File: src/rtl/deperforator_pkg.sv
// deperforator_pkg -- shared definitions for the depuncturer.
//   code_rate_e : i_code_rate encoding (2'd3 aliases rate 1/2)
//   PLEN_*      : puncture pattern lengths P
//   X_* / Y_*   : keep masks, bit k = pattern position k (1 = symbol sent)
//   phase_inc   : k+1 modulo P
package deperforator_pkg;

  typedef enum logic [1:0] {
    RATE_1_2     = 2'd0,
    RATE_3_4     = 2'd1,
    RATE_7_8     = 2'd2,
    RATE_1_2_ALT = 2'd3
  } code_rate_e;

  typedef enum logic {COLLECT, HOLD} state_e;

  localparam logic [2:0] PLEN_1_2 = 3'd1;
  localparam logic [2:0] PLEN_3_4 = 3'd3;
  localparam logic [2:0] PLEN_7_8 = 3'd7;

  // Written LSB-first: X=101 -> positions 0,2 ; Y=110 -> positions 0,1
  localparam logic [7:0] X_1_2 = 8'b0000_0001;
  localparam logic [7:0] Y_1_2 = 8'b0000_0001;
  localparam logic [7:0] X_3_4 = 8'b0000_0101;
  localparam logic [7:0] Y_3_4 = 8'b0000_0011;
  // X=1000101 -> positions 0,4,6 ; Y=1111010 -> positions 0,1,2,3,5
  localparam logic [7:0] X_7_8 = 8'b0101_0001;
  localparam logic [7:0] Y_7_8 = 8'b0010_1111;

  function automatic logic [2:0] phase_inc(input logic [2:0] k, input logic [2:0] plen);
    return (k + 3'd1 >= plen) ? 3'd0 : k + 3'd1;
  endfunction

endpackage

File: src/rtl/deperforator_gen_if.sv
// deperforator_gen_if -- symbol stream in, depunctured pair stream out.
//   i_vld/o_rdy/i_data                : punctured symbol input handshake
//   o_vld/i_rdy/o_data_*/o_era_*      : X/Y pair output handshake
//   modport slave  : depuncturer side
//   modport master : upstream/downstream environment side
interface deperforator_gen_if #(
  parameter int D_WIDTH = 4
) ();
  logic               i_vld;
  logic               o_rdy;
  logic [D_WIDTH-1:0] i_data;
  logic               o_vld;
  logic               i_rdy;
  logic [D_WIDTH-1:0] o_data_x;
  logic [D_WIDTH-1:0] o_data_y;
  logic               o_era_x;
  logic               o_era_y;

  modport slave (
    input  i_vld, i_data, i_rdy,
    output o_rdy, o_vld, o_data_x, o_data_y, o_era_x, o_era_y
  );

  modport master (
    output i_vld, i_data, i_rdy,
    input  o_rdy, o_vld, o_data_x, o_data_y, o_era_x, o_era_y
  );
endinterface

File: src/rtl/deperf_pattern_rom.sv
// deperf_pattern_rom -- combinational (rate, k) -> {need_x, need_y, P}.
//   rate   : code rate
//   k      : pattern position
//   need_x : X symbol present in the stream at k
//   need_y : Y symbol present in the stream at k
//   plen   : pattern length P for this rate
module deperf_pattern_rom
  import deperforator_pkg::*;
(
  input  code_rate_e rate,
  input  logic [2:0] k,
  output logic       need_x,
  output logic       need_y,
  output logic [2:0] plen
);
  always_comb begin
    case (rate)
      RATE_3_4: begin need_x = X_3_4[k]; need_y = Y_3_4[k]; plen = PLEN_3_4; end
      RATE_7_8: begin need_x = X_7_8[k]; need_y = Y_7_8[k]; plen = PLEN_7_8; end
      default:  begin need_x = X_1_2[k]; need_y = Y_1_2[k]; plen = PLEN_1_2; end
    endcase
  end
endmodule

File: src/rtl/deperforator_gen.sv
// deperforator_gen -- depuncturer: rebuilds X/Y soft-symbol pairs from a
// punctured stream, filling dropped slots with ERASURE.
//   clk, reset_n : clock, async active-low reset
//   i_code_rate  : 0/3 = 1/2, 1 = 3/4, 2 = 7/8 (taken only at a pattern start)
//   i_slip       : pulse, drops partial/held state and skips one position
//   o_phase      : pattern position k of the pair being built/presented
//   bus          : symbol in / pair out handshakes (deperforator_gen_if.slave)
//   o_era_cnt    : saturating inserted-erasure count, only with
//                  DEPERFORATOR_GEN_STAT_EN defined
module deperforator_gen
  import deperforator_pkg::*;
#(
  parameter int                 D_WIDTH = 4,
  parameter logic [D_WIDTH-1:0] ERASURE = '0
) (
  input  logic       clk,
  input  logic       reset_n,
  input  logic [1:0] i_code_rate,
  input  logic       i_slip,
  output logic [2:0] o_phase,
`ifdef DEPERFORATOR_GEN_STAT_EN
  output logic [15:0] o_era_cnt,
`endif
  deperforator_gen_if.slave bus
);

  state_e             state;
  code_rate_e         rate_q, rate_eff;
  logic [2:0]         k, kc, plen_q, plen;
  logic               have_x, need_x, need_y;
  logic [D_WIDTH-1:0] xs_q;
  logic [D_WIDTH-1:0] dx_q, dy_q;
  logic               ex_q, ey_q;
  logic               pair_acc, in_acc, sample, take_x, done;

  assign bus.o_vld    = (state == HOLD);
  assign bus.o_rdy    = (state == COLLECT) | bus.i_rdy;
  assign bus.o_data_x = dx_q;
  assign bus.o_data_y = dy_q;
  assign bus.o_era_x  = ex_q;
  assign bus.o_era_y  = ey_q;
  assign o_phase      = k;

  assign pair_acc = (state == HOLD) & bus.i_rdy;
  assign in_acc   = bus.i_vld & bus.o_rdy;
  // A symbol arriving while the held pair leaves belongs to the next position.
  assign kc       = pair_acc ? phase_inc(k, plen_q) : k;
  // New rate only at a pattern boundary with nothing half-collected.
  assign sample   = (kc == 3'd0) & ~have_x;
  assign rate_eff = sample ? code_rate_e'(i_code_rate) : rate_q;

  deperf_pattern_rom u_rom (
    .rate   (rate_eff),
    .k      (kc),
    .need_x (need_x),
    .need_y (need_y),
    .plen   (plen)
  );

  // Current symbol is X when X is still owed; it completes the pair unless
  // a Y must follow it.
  assign take_x = need_x & ~have_x;
  assign done   = in_acc & ~(take_x & need_y);

  always_ff @(posedge clk or negedge reset_n) begin
    if (!reset_n) begin
      state  <= COLLECT;
      rate_q <= RATE_1_2;
      plen_q <= PLEN_1_2;
      k      <= '0;
      have_x <= 1'b0;
      xs_q   <= '0;
      dx_q   <= '0;
      dy_q   <= '0;
      ex_q   <= 1'b0;
      ey_q   <= 1'b0;
    end else if (i_slip) begin
      state  <= COLLECT;
      k      <= phase_inc(k, plen_q);
      have_x <= 1'b0;
    end else begin
      k <= kc;
      if (in_acc && sample) begin
        rate_q <= rate_eff;
        plen_q <= plen;
      end
      if (done) begin
        state  <= HOLD;
        have_x <= 1'b0;
        dx_q   <= take_x ? bus.i_data : (need_x ? xs_q : ERASURE);
        dy_q   <= need_y ? bus.i_data : ERASURE;
        ex_q   <= ~need_x;
        ey_q   <= ~need_y;
      end else begin
        if (pair_acc) state <= COLLECT;
        if (in_acc) begin
          have_x <= 1'b1;
          xs_q   <= bus.i_data;
        end
      end
    end
  end

`ifdef DEPERFORATOR_GEN_STAT_EN
  logic [15:0] era_cnt;
  logic [1:0]  era_add;
  assign era_add   = {1'b0, ~need_x} + {1'b0, ~need_y};
  assign o_era_cnt = era_cnt;

  always_ff @(posedge clk or negedge reset_n) begin
    if (!reset_n)    era_cnt <= '0;
    else if (i_slip) era_cnt <= '0;
    else if (done) begin
      if (era_cnt > 16'hFFFF - 16'(era_add)) era_cnt <= 16'hFFFF;
      else                                   era_cnt <= era_cnt + 16'(era_add);
    end
  end
`endif

endmodule

File: src/flat_wrapper.sv
// flat-port wrapper written by rule: the top's interface ports become plain ports
module deperforator_gen_flat import deperforator_pkg::*;
#(
  parameter int                 D_WIDTH = 4,
  parameter logic [D_WIDTH-1:0] ERASURE = '0
)
  (clk, reset_n, i_code_rate, i_slip, o_phase, bus_i_vld, bus_i_data, bus_i_rdy, bus_o_rdy, bus_o_vld, bus_o_data_x, bus_o_data_y, bus_o_era_x, bus_o_era_y);
  deperforator_gen_if #(.D_WIDTH(D_WIDTH)) bus_i ();
  input  logic clk;
  input  logic reset_n;
  input  logic [1:0] i_code_rate;
  input  logic i_slip;
  output logic [2:0] o_phase;
  input wire logic [$bits(bus_i.i_vld)-1:0] bus_i_vld;
  input wire logic [$bits(bus_i.i_data)-1:0] bus_i_data;
  input wire logic [$bits(bus_i.i_rdy)-1:0] bus_i_rdy;
  output wire logic [$bits(bus_i.o_rdy)-1:0] bus_o_rdy;
  output wire logic [$bits(bus_i.o_vld)-1:0] bus_o_vld;
  output wire logic [$bits(bus_i.o_data_x)-1:0] bus_o_data_x;
  output wire logic [$bits(bus_i.o_data_y)-1:0] bus_o_data_y;
  output wire logic [$bits(bus_i.o_era_x)-1:0] bus_o_era_x;
  output wire logic [$bits(bus_i.o_era_y)-1:0] bus_o_era_y;
  assign bus_i.i_vld = bus_i_vld;
  assign bus_i.i_data = bus_i_data;
  assign bus_i.i_rdy = bus_i_rdy;
  assign bus_o_rdy = bus_i.o_rdy;
  assign bus_o_vld = bus_i.o_vld;
  assign bus_o_data_x = bus_i.o_data_x;
  assign bus_o_data_y = bus_i.o_data_y;
  assign bus_o_era_x = bus_i.o_era_x;
  assign bus_o_era_y = bus_i.o_era_y;
  deperforator_gen #(.D_WIDTH(D_WIDTH), .ERASURE(ERASURE)) u_core (.clk(clk), .reset_n(reset_n), .i_code_rate(i_code_rate), .i_slip(i_slip), .o_phase(o_phase), .bus(bus_i));
endmodule
File: config.mk
export PLATFORM = sky130hd
export DESIGN_NAME = deperforator_gen_flat
export DESIGN_NICKNAME = d
export VERILOG_FILES = /design/src/rtl/deperforator_pkg.sv /design/src/rtl/deperforator_gen_if.sv /design/src/rtl/deperf_pattern_rom.sv /design/src/rtl/deperforator_gen.sv /design/src/flat_wrapper.sv
export SDC_FILE = /design/constraint.sdc
export NUM_CORES = 1
export LEC_CHECK = 0
export BUFFER_PORTS_ARGS = -buffer_cell sky130_fd_sc_hd__buf_2
export CORE_MARGIN = 2
export CORE_UTILIZATION = 39
export CTS_BUF_LIST = sky130_fd_sc_hd__clkbuf_8
export DETAILED_ROUTE_END_ITERATION = 6
export PLACE_DENSITY = 0.72
export SYNTH_ARGS = -nofsm -noshare
export SYNTH_HDL_FRONTEND = slang
export SYNTH_SLANG_ARGS = --single-unit
File: constraint.sdc
create_clock -name clk -period 4.2 [get_ports clk]
set_clock_uncertainty 0.2 [all_clocks]
set_input_delay 0.21 -clock clk [delete_from_list [all_inputs] [get_ports clk]]
set_output_delay 0.21 -clock clk [all_outputs]
set_load 0.1 [all_outputs]
==> results of run 1 <==
## cells by family (layout without fill, tap and decap cells)
logic type	count (synthesis)	in the layout	share of synthesized area
fa+ha+maj	6	6	0.0542
flops	23	23	0.415
buf+inv	9	51	0.0298
mux	14	14	0.119
xor+xnor	1	1	0.00632
simple gates	36	36	0.162
compound gates	39	39	0.213
## cell type report
type | instances | area, µm²
repair buffers | 40 | 245
flip-flops and latches | 23 | 584
well taps | 46 | 57.6
fillers | 326 | 1530
clock inverters | 1 | 5.00
clock buffers | 3 | 41.3
multi-input cells | 96 | 870
inverters | 7 | 26.3
## how the worst max path moves through the flow
stage / start / endpoint / depth (start not counted)
after floorplan: u_core.o_phase[0]$_DFF_PN0_ / u_core.xs_q[0]$_DFFE_PN0P_ / 17
after global placement: u_core.o_phase[1]$_DFF_PN0_ / u_core.xs_q[0]$_DFFE_PN0P_ / 15
after detailed placement: u_core.o_phase[1]$_DFF_PN0_ / u_core.xs_q[2]$_DFFE_PN0P_ / 15
after CTS: u_core.o_phase[1]$_DFF_PN0_ / u_core.xs_q[0]$_DFFE_PN0P_ / 15
after global routing: u_core.o_phase[0]$_DFF_PN0_ / u_core.xs_q[0]$_DFFE_PN0P_ / 15
final: u_core.o_phase[1]$_DFF_PN0_ / u_core.xs_q[3]$_DFFE_PN0P_ / 15
## registers in the layout, summed over array words and instances (netlist names)
name                 cells
u_core.have_x            1
u_core.bus.o_vld         1
u_core.bus.o_data_y      4
u_core.bus.o_era_y       1
u_core.o_phase           3
u_core.bus.o_era_x       1
u_core.bus.o_data_x      4
u_core.rate_q            2
u_core.plen_q            2
u_core.xs_q              4
## placed cells by master, fill, tap and decap left out, drive strengths merged, types with 5 or more instances in the layout
master  count
buf        37
nand2       7
mux2i       6
o21ai       9
inv         7
ha          6
a21oi       6
mux2        8
dfrtp      23
nand2b      5
## timing repair
item | CTS | global route
endpoints found under the setup margin | 4 | 6
buffers inserted | 1 | 3
hold buffers | 2 | 1
hold endpoints to repair | 24 | 2
gates resized for setup | 1 | 2
pin swaps | 0 | 4
## worst reg2reg max path, cell delays in order (launching register included)
cell and delay [ps]:
dfrtp_4 500, ha_4 190, xnor2_2 170, inv_2 80, ha_4 270, a21oi_4 190
a31oi_4 120, o21ai_2 240, mux2_4 350, ha_4 270, nand2b_4 150, and3_4 150
a221oi_2 250, a21oi_2 90, or3_4 430, mux2_4 310
## per-layer routing
layer	routed length [µm]	vias to the layer above	global-route usage
li1	-	564	-
met1	1450	574	0.236
met2	1560	43	0.288
met3	139	4	0.0232
met4	32	0	0.0489
met5	0	-	0
## through the flow
stage	hold WS [ps]	setup slack (ps)	std cells	util	area, µm²
2_1_floorplan	-286	2.72	128	-	1480
5_1_grt	0.614	1.08	216	0.544	1830
4_1_cts	8.15	76.6	212	0.530	1780
3_5_place_dp	7.75	12.4	205	0.506	1700
3_3_place_gp	-0.864	53.1	205	0.506	1700
6_report	2.99	145	216	0.544	1830
==> results.cfg, run 1 <==
[cts]
cts-htree-levels = 1
root_buffer = clkbuf_8
clkLatencyLatePin_ps = 260
cts_buffers = 3
cts_buffer_depth = 2
clk_pin_slew_ps = 80
cts_tree = yes
cts.sink_count = 23

[yosys]
synth_common_cells = dfrtp_1, inv_1, nand2_1, o21ai_0
synth-edff-count = 0
synth_cell_types = 42
syn_nets = 145
ys_top_cells_by_area = dfrtp_1, ha_1, mux2i_1
synth_seq_cells = 23
syn_area_mm2 = 0.00139
ys_seq_area_frac = 0.415
syn_inst = 128
ys.flop_type = dfrtp_1
synth_top_cell_by_area = dfrtp_1
yosysWarnings = 0
avgSynthCellArea_um2 = 10.8
yosysMostFrequentCell = dfrtp_1
yosys.area.top_type_share = 0.415
async_flop_share = 1.00

[global_routing]
grtUsageTotal = 0.173
antenna_found_initial = 0
grt_max_degree = 24
grt_pass1_vias = 1193
grt_pass1_wl_um = 5550
overflow = 0

[setup_path]
crit_slowest_cell = dfrtp_4
reg2reg_slack_ps = 150
crit_fanout = 7
worstPathRequired_ps = 4150
endpoint_kind = flip-flop
cp.buffers_inverters = 1
timing.rr.start = u_core.o_phase[1]$_DFF_PN0_
ff2ff_path_depth = 15
critPathKind = flip-flop to flip-flop
crit_chain = ha_4, xnor2_2, inv_2, ha_4, a21oi_4, a31oi_4, o21ai_2, mux2_4, ha_4, nand2b_4, and3_4, a221oi_2, a21oi_2, or3_4, mux2_4
cp.arrival_ps = 4010
crit_path_frequent_cell = ha_4
slowest_delay_ps = 500
path_delay_family = compound AO/OA/AOI/OAI gates
start_kind = flip-flop
timing.rr.end = u_core.xs_q[3]$_DFFE_PN0P_

[sta]
setup_viol = 0
fin_crit_ps = 4050
report.final.hold_viol_count = 0
post-route-period-util = 0.965
slew_viol_final = 0
max_slew_margin = 0.658
max_freq_mhz = 247
rsz0062_at_grt = false
worst_slew_pin_slew_ps = 512
final.setup.tns_ps = 0

[job]
cap_violations = 0

[worst_hold_path]
min_path_type = primary input to flip-flop
whs_endpoint = u_core.bus.o_vld$_DFFE_PN0P_
min-delay-start = i_slip
holdPathStages = 2

[final_layout]
final_nets = 188
antenna_cells = 0
final_layout_size_suffix_gt1_frac = 0.429
area_growth_pct = 31.9

[drt]
drt-initial-drc-count = 48
ant_nets = 0
vias = 1185
totalWireLength_um = 3190
drc = 0
dr.pass1.iters = 4
avgViaCountPerCell = 5.49
post_drt_wl_per_cell_um = 14.7

[floorplan]
ios = 26
start_util = 0.412
die_h_um = 63.6
core-area_mm2 = 0.00336
dieArea_mm2 = 0.00405
num_rows = 21
die_w_um = 63.6

[place]
dp_hpwl_um = 2450
gp_congestion = 0.878
io_buffer_count = 25

[outcome]
outcome = completed
Power of run 1 is left out: the tool's default activity adds up to more than one toggle a clock period on the data nets, which glitch-free logic cannot reach.
==> run 2: changes to the inputs <==
REMOVE_ABC_BUFFERS = 1   (was not set)
==> run 2 against run 1 <==
  * Clock-buffer cell count stayed put
  * Fmax grew 0.70%
  * Global-route usage rose by 1.2 points
  * Sequential cell count stayed put
  * Non-clock buffer count up 12
  * Sequential share of layout area shrank 1.8 points
  * Wire length increased by 11%
  * Worst hold slack better by 3.9 ps
  * Via count increased by 5.4%
  * Cell area rose by 4.5%
  * Cell count increased by 5.6%
==> results.cfg, run 2 (synthesized netlist as in run 1, its figures left out) <==
[outcome]
outcome = completed

[sta]
worst_slew_pin_slew_ps = 515
max_freq_mhz = 248
max_slew_margin = 0.657
fin_crit_ps = 4030
setup_viol = 0
post-route-period-util = 0.959
slew_viol_final = 0
report.final.hold_viol_count = 0
rsz0062_at_grt = false

[floorplan]
start_util = 0.412
core-area_mm2 = 0.00336
ios = 26
num_rows = 21
dieArea_mm2 = 0.00405
die_h_um = 63.6
die_w_um = 63.6

[place]
dp_hpwl_um = 2530
io_buffer_count = 25
placed_cells = 217
gp_congestion = 0.930

[cts]
cts_buffers = 3
root_buffer = clkbuf_8
clk_pin_slew_ps = 80
cts_buffer_depth = 2
cts_tree = yes
cts.sink_count = 23
clkLatencyLatePin_ps = 270
cts-htree-levels = 1

[setup_path]
worstSetupEndpoint = u_core.xs_q[0]$_DFFE_PN0P_
endpoint_kind = flip-flop
crit_fanout = 5
cp.arrival_ps = 3990
crit_chain = ha_2, xnor2_2, inv_1, ha_4, buf_4, a21oi_2, a31oi_2, o21ai_2, buf_4, mux2i_4, ha_4, nand2b_4, and3_1, a221oi_2, a21oi_2, or3_4, mux2_4
path_delay_family = compound AO/OA/AOI/OAI gates
slowest_delay_ps = 440
reg2reg_slack_ps = 170
crit_slowest_cell = or3_4
ff2ff_path_depth = 17
cp-startpoint = u_core.o_phase[0]$_DFF_PN0_
cp.buffers_inverters = 3
timing.rr.start = u_core.o_phase[0]$_DFF_PN0_
critPathKind = flip-flop to flip-flop
timing.rr.end = u_core.xs_q[0]$_DFFE_PN0P_
cp.depth = 17
start_kind = flip-flop
worstPathRequired_ps = 4160

[drt]
wl_met2_um = 1770
post_drt_wl_per_cell_um = 15.5
vias = 1249
route.top_layer_used = met4
avgViaCountPerCell = 5.48
ant_nets = 0
drc = 0
m1WireLength_um = 1510
totalWireLength_um = 3530
dr.pass1.iters = 4
drt-initial-drc-count = 92
route.met3.wl_um = 201

[global_routing]
grt_pass1_wl_um = 5910
grt_max_degree = 24
overflow = 0
grtUsageTotal = 0.185
antenna_found_initial = 0
grt_pass1_vias = 1310

[final_layout]
fillerInstances = 312
antenna_cells = 0
regArea_um2 = 576
final_nets = 200
fin_cells = 228
final_layout_size_suffix_gt1_frac = 0.440
multi_input_area_um2 = 866
final_common_cell = buf_2
final_cell_mix = buf_2, dfrtp_1, buf_4, inv_1, nand2_1
area_growth_pct = 37.9

[job]
cap_violations = 0

[worst_hold_path]
min_path_type = primary input to flip-flop
==> run 2: cell types whose count changed in the layout (fill, tap and decap cells not counted), sizes merged <==
cell,before,now
buf,37,47
dlygate4sd3,3,5
==> run 2: cell type report <==
class | instances | share of cell area
sequential | 23 | 0.301
tap | 46 | 0.0301
clock buffer | 3 | 0.0216
multi-input combinational | 96 | 0.453
clock inverter | 1 | 0.00262
timing repair buffer | 52 | 0.178
inverter | 7 | 0.0137
==> run 2: how the worst min path moves through the flow <==
stage | slack, ps | depth (start not counted) | to | from
2_1_floorplan | -290 | 0 | u_core.bus.o_data_x[0]$_DFFE_PN0P_ | reset_n
3_3_place_gp | -5 | 1 | u_core.bus.o_data_y[0]$_DFFE_PN0P_ | reset_n
3_5_place_dp | 10 | 1 | u_core.bus.o_data_x[3]$_DFFE_PN0P_ | reset_n
4_1_cts | 1 | 2 | u_core.xs_q[0]$_DFFE_PN0P_ | bus_i_data[0]
5_1_grt | 0.7 | 2 | u_core.xs_q[0]$_DFFE_PN0P_ | bus_i_data[0]
6_report | 7 | 2 | u_core.xs_q[0]$_DFFE_PN0P_ | bus_i_data[0]
==> run 2: per-layer routing <==
layer  vias to the layer above  GRT usage
met5                         -          0
met4                         0     0.0598
met3                         5     0.0250
met2                        48      0.324
met1                       608      0.236
li1                        588          -
==> run 2: timing repair <==
action                                  in CTS  in global routing
hold buffers                                 5                  0
hold endpoints to repair                    28                  0
pin swaps                                    1                  6
endpoints found under the setup margin       4                 13
resized for setup                            5                 10
setup buffers                                0                  2
gates cloned                                 0                  0
==> run 2: worst register-to-register path, delay by kind of cell (launching register included) <==
family / cells / cell delay [ps]
adder cells (fa/ha/maj): 3 / 620
flip-flops: 1 / 390
AND/OR/NAND/NOR: 3 / 770
AO/OA/AOI/OAI: 5 / 820
buffers and inverters: 3 / 380
XOR/XNOR: 1 / 170
multiplexers: 2 / 560
==> run 2: metrics by stage <==
step / TNS (ps) / instance area (µm²) / hold WS (ps) / setup WS (ps) / util
after floorplan: -9410 / 1370 / -286 / -837 / -
after global placement: -183 / 1700 / -4.74 / -48.4 / 0.507
after detailed placement: -620 / 1700 / 11.5 / -161 / 0.507
after CTS: 0 / 1820 / 1.39 / 47.9 / 0.541
after global routing: 0 / 1910 / 0.733 / 8.70 / 0.568
final: 0 / 1910 / 6.91 / 173 / 0.568
Power of run 2 is left out for the same reason.
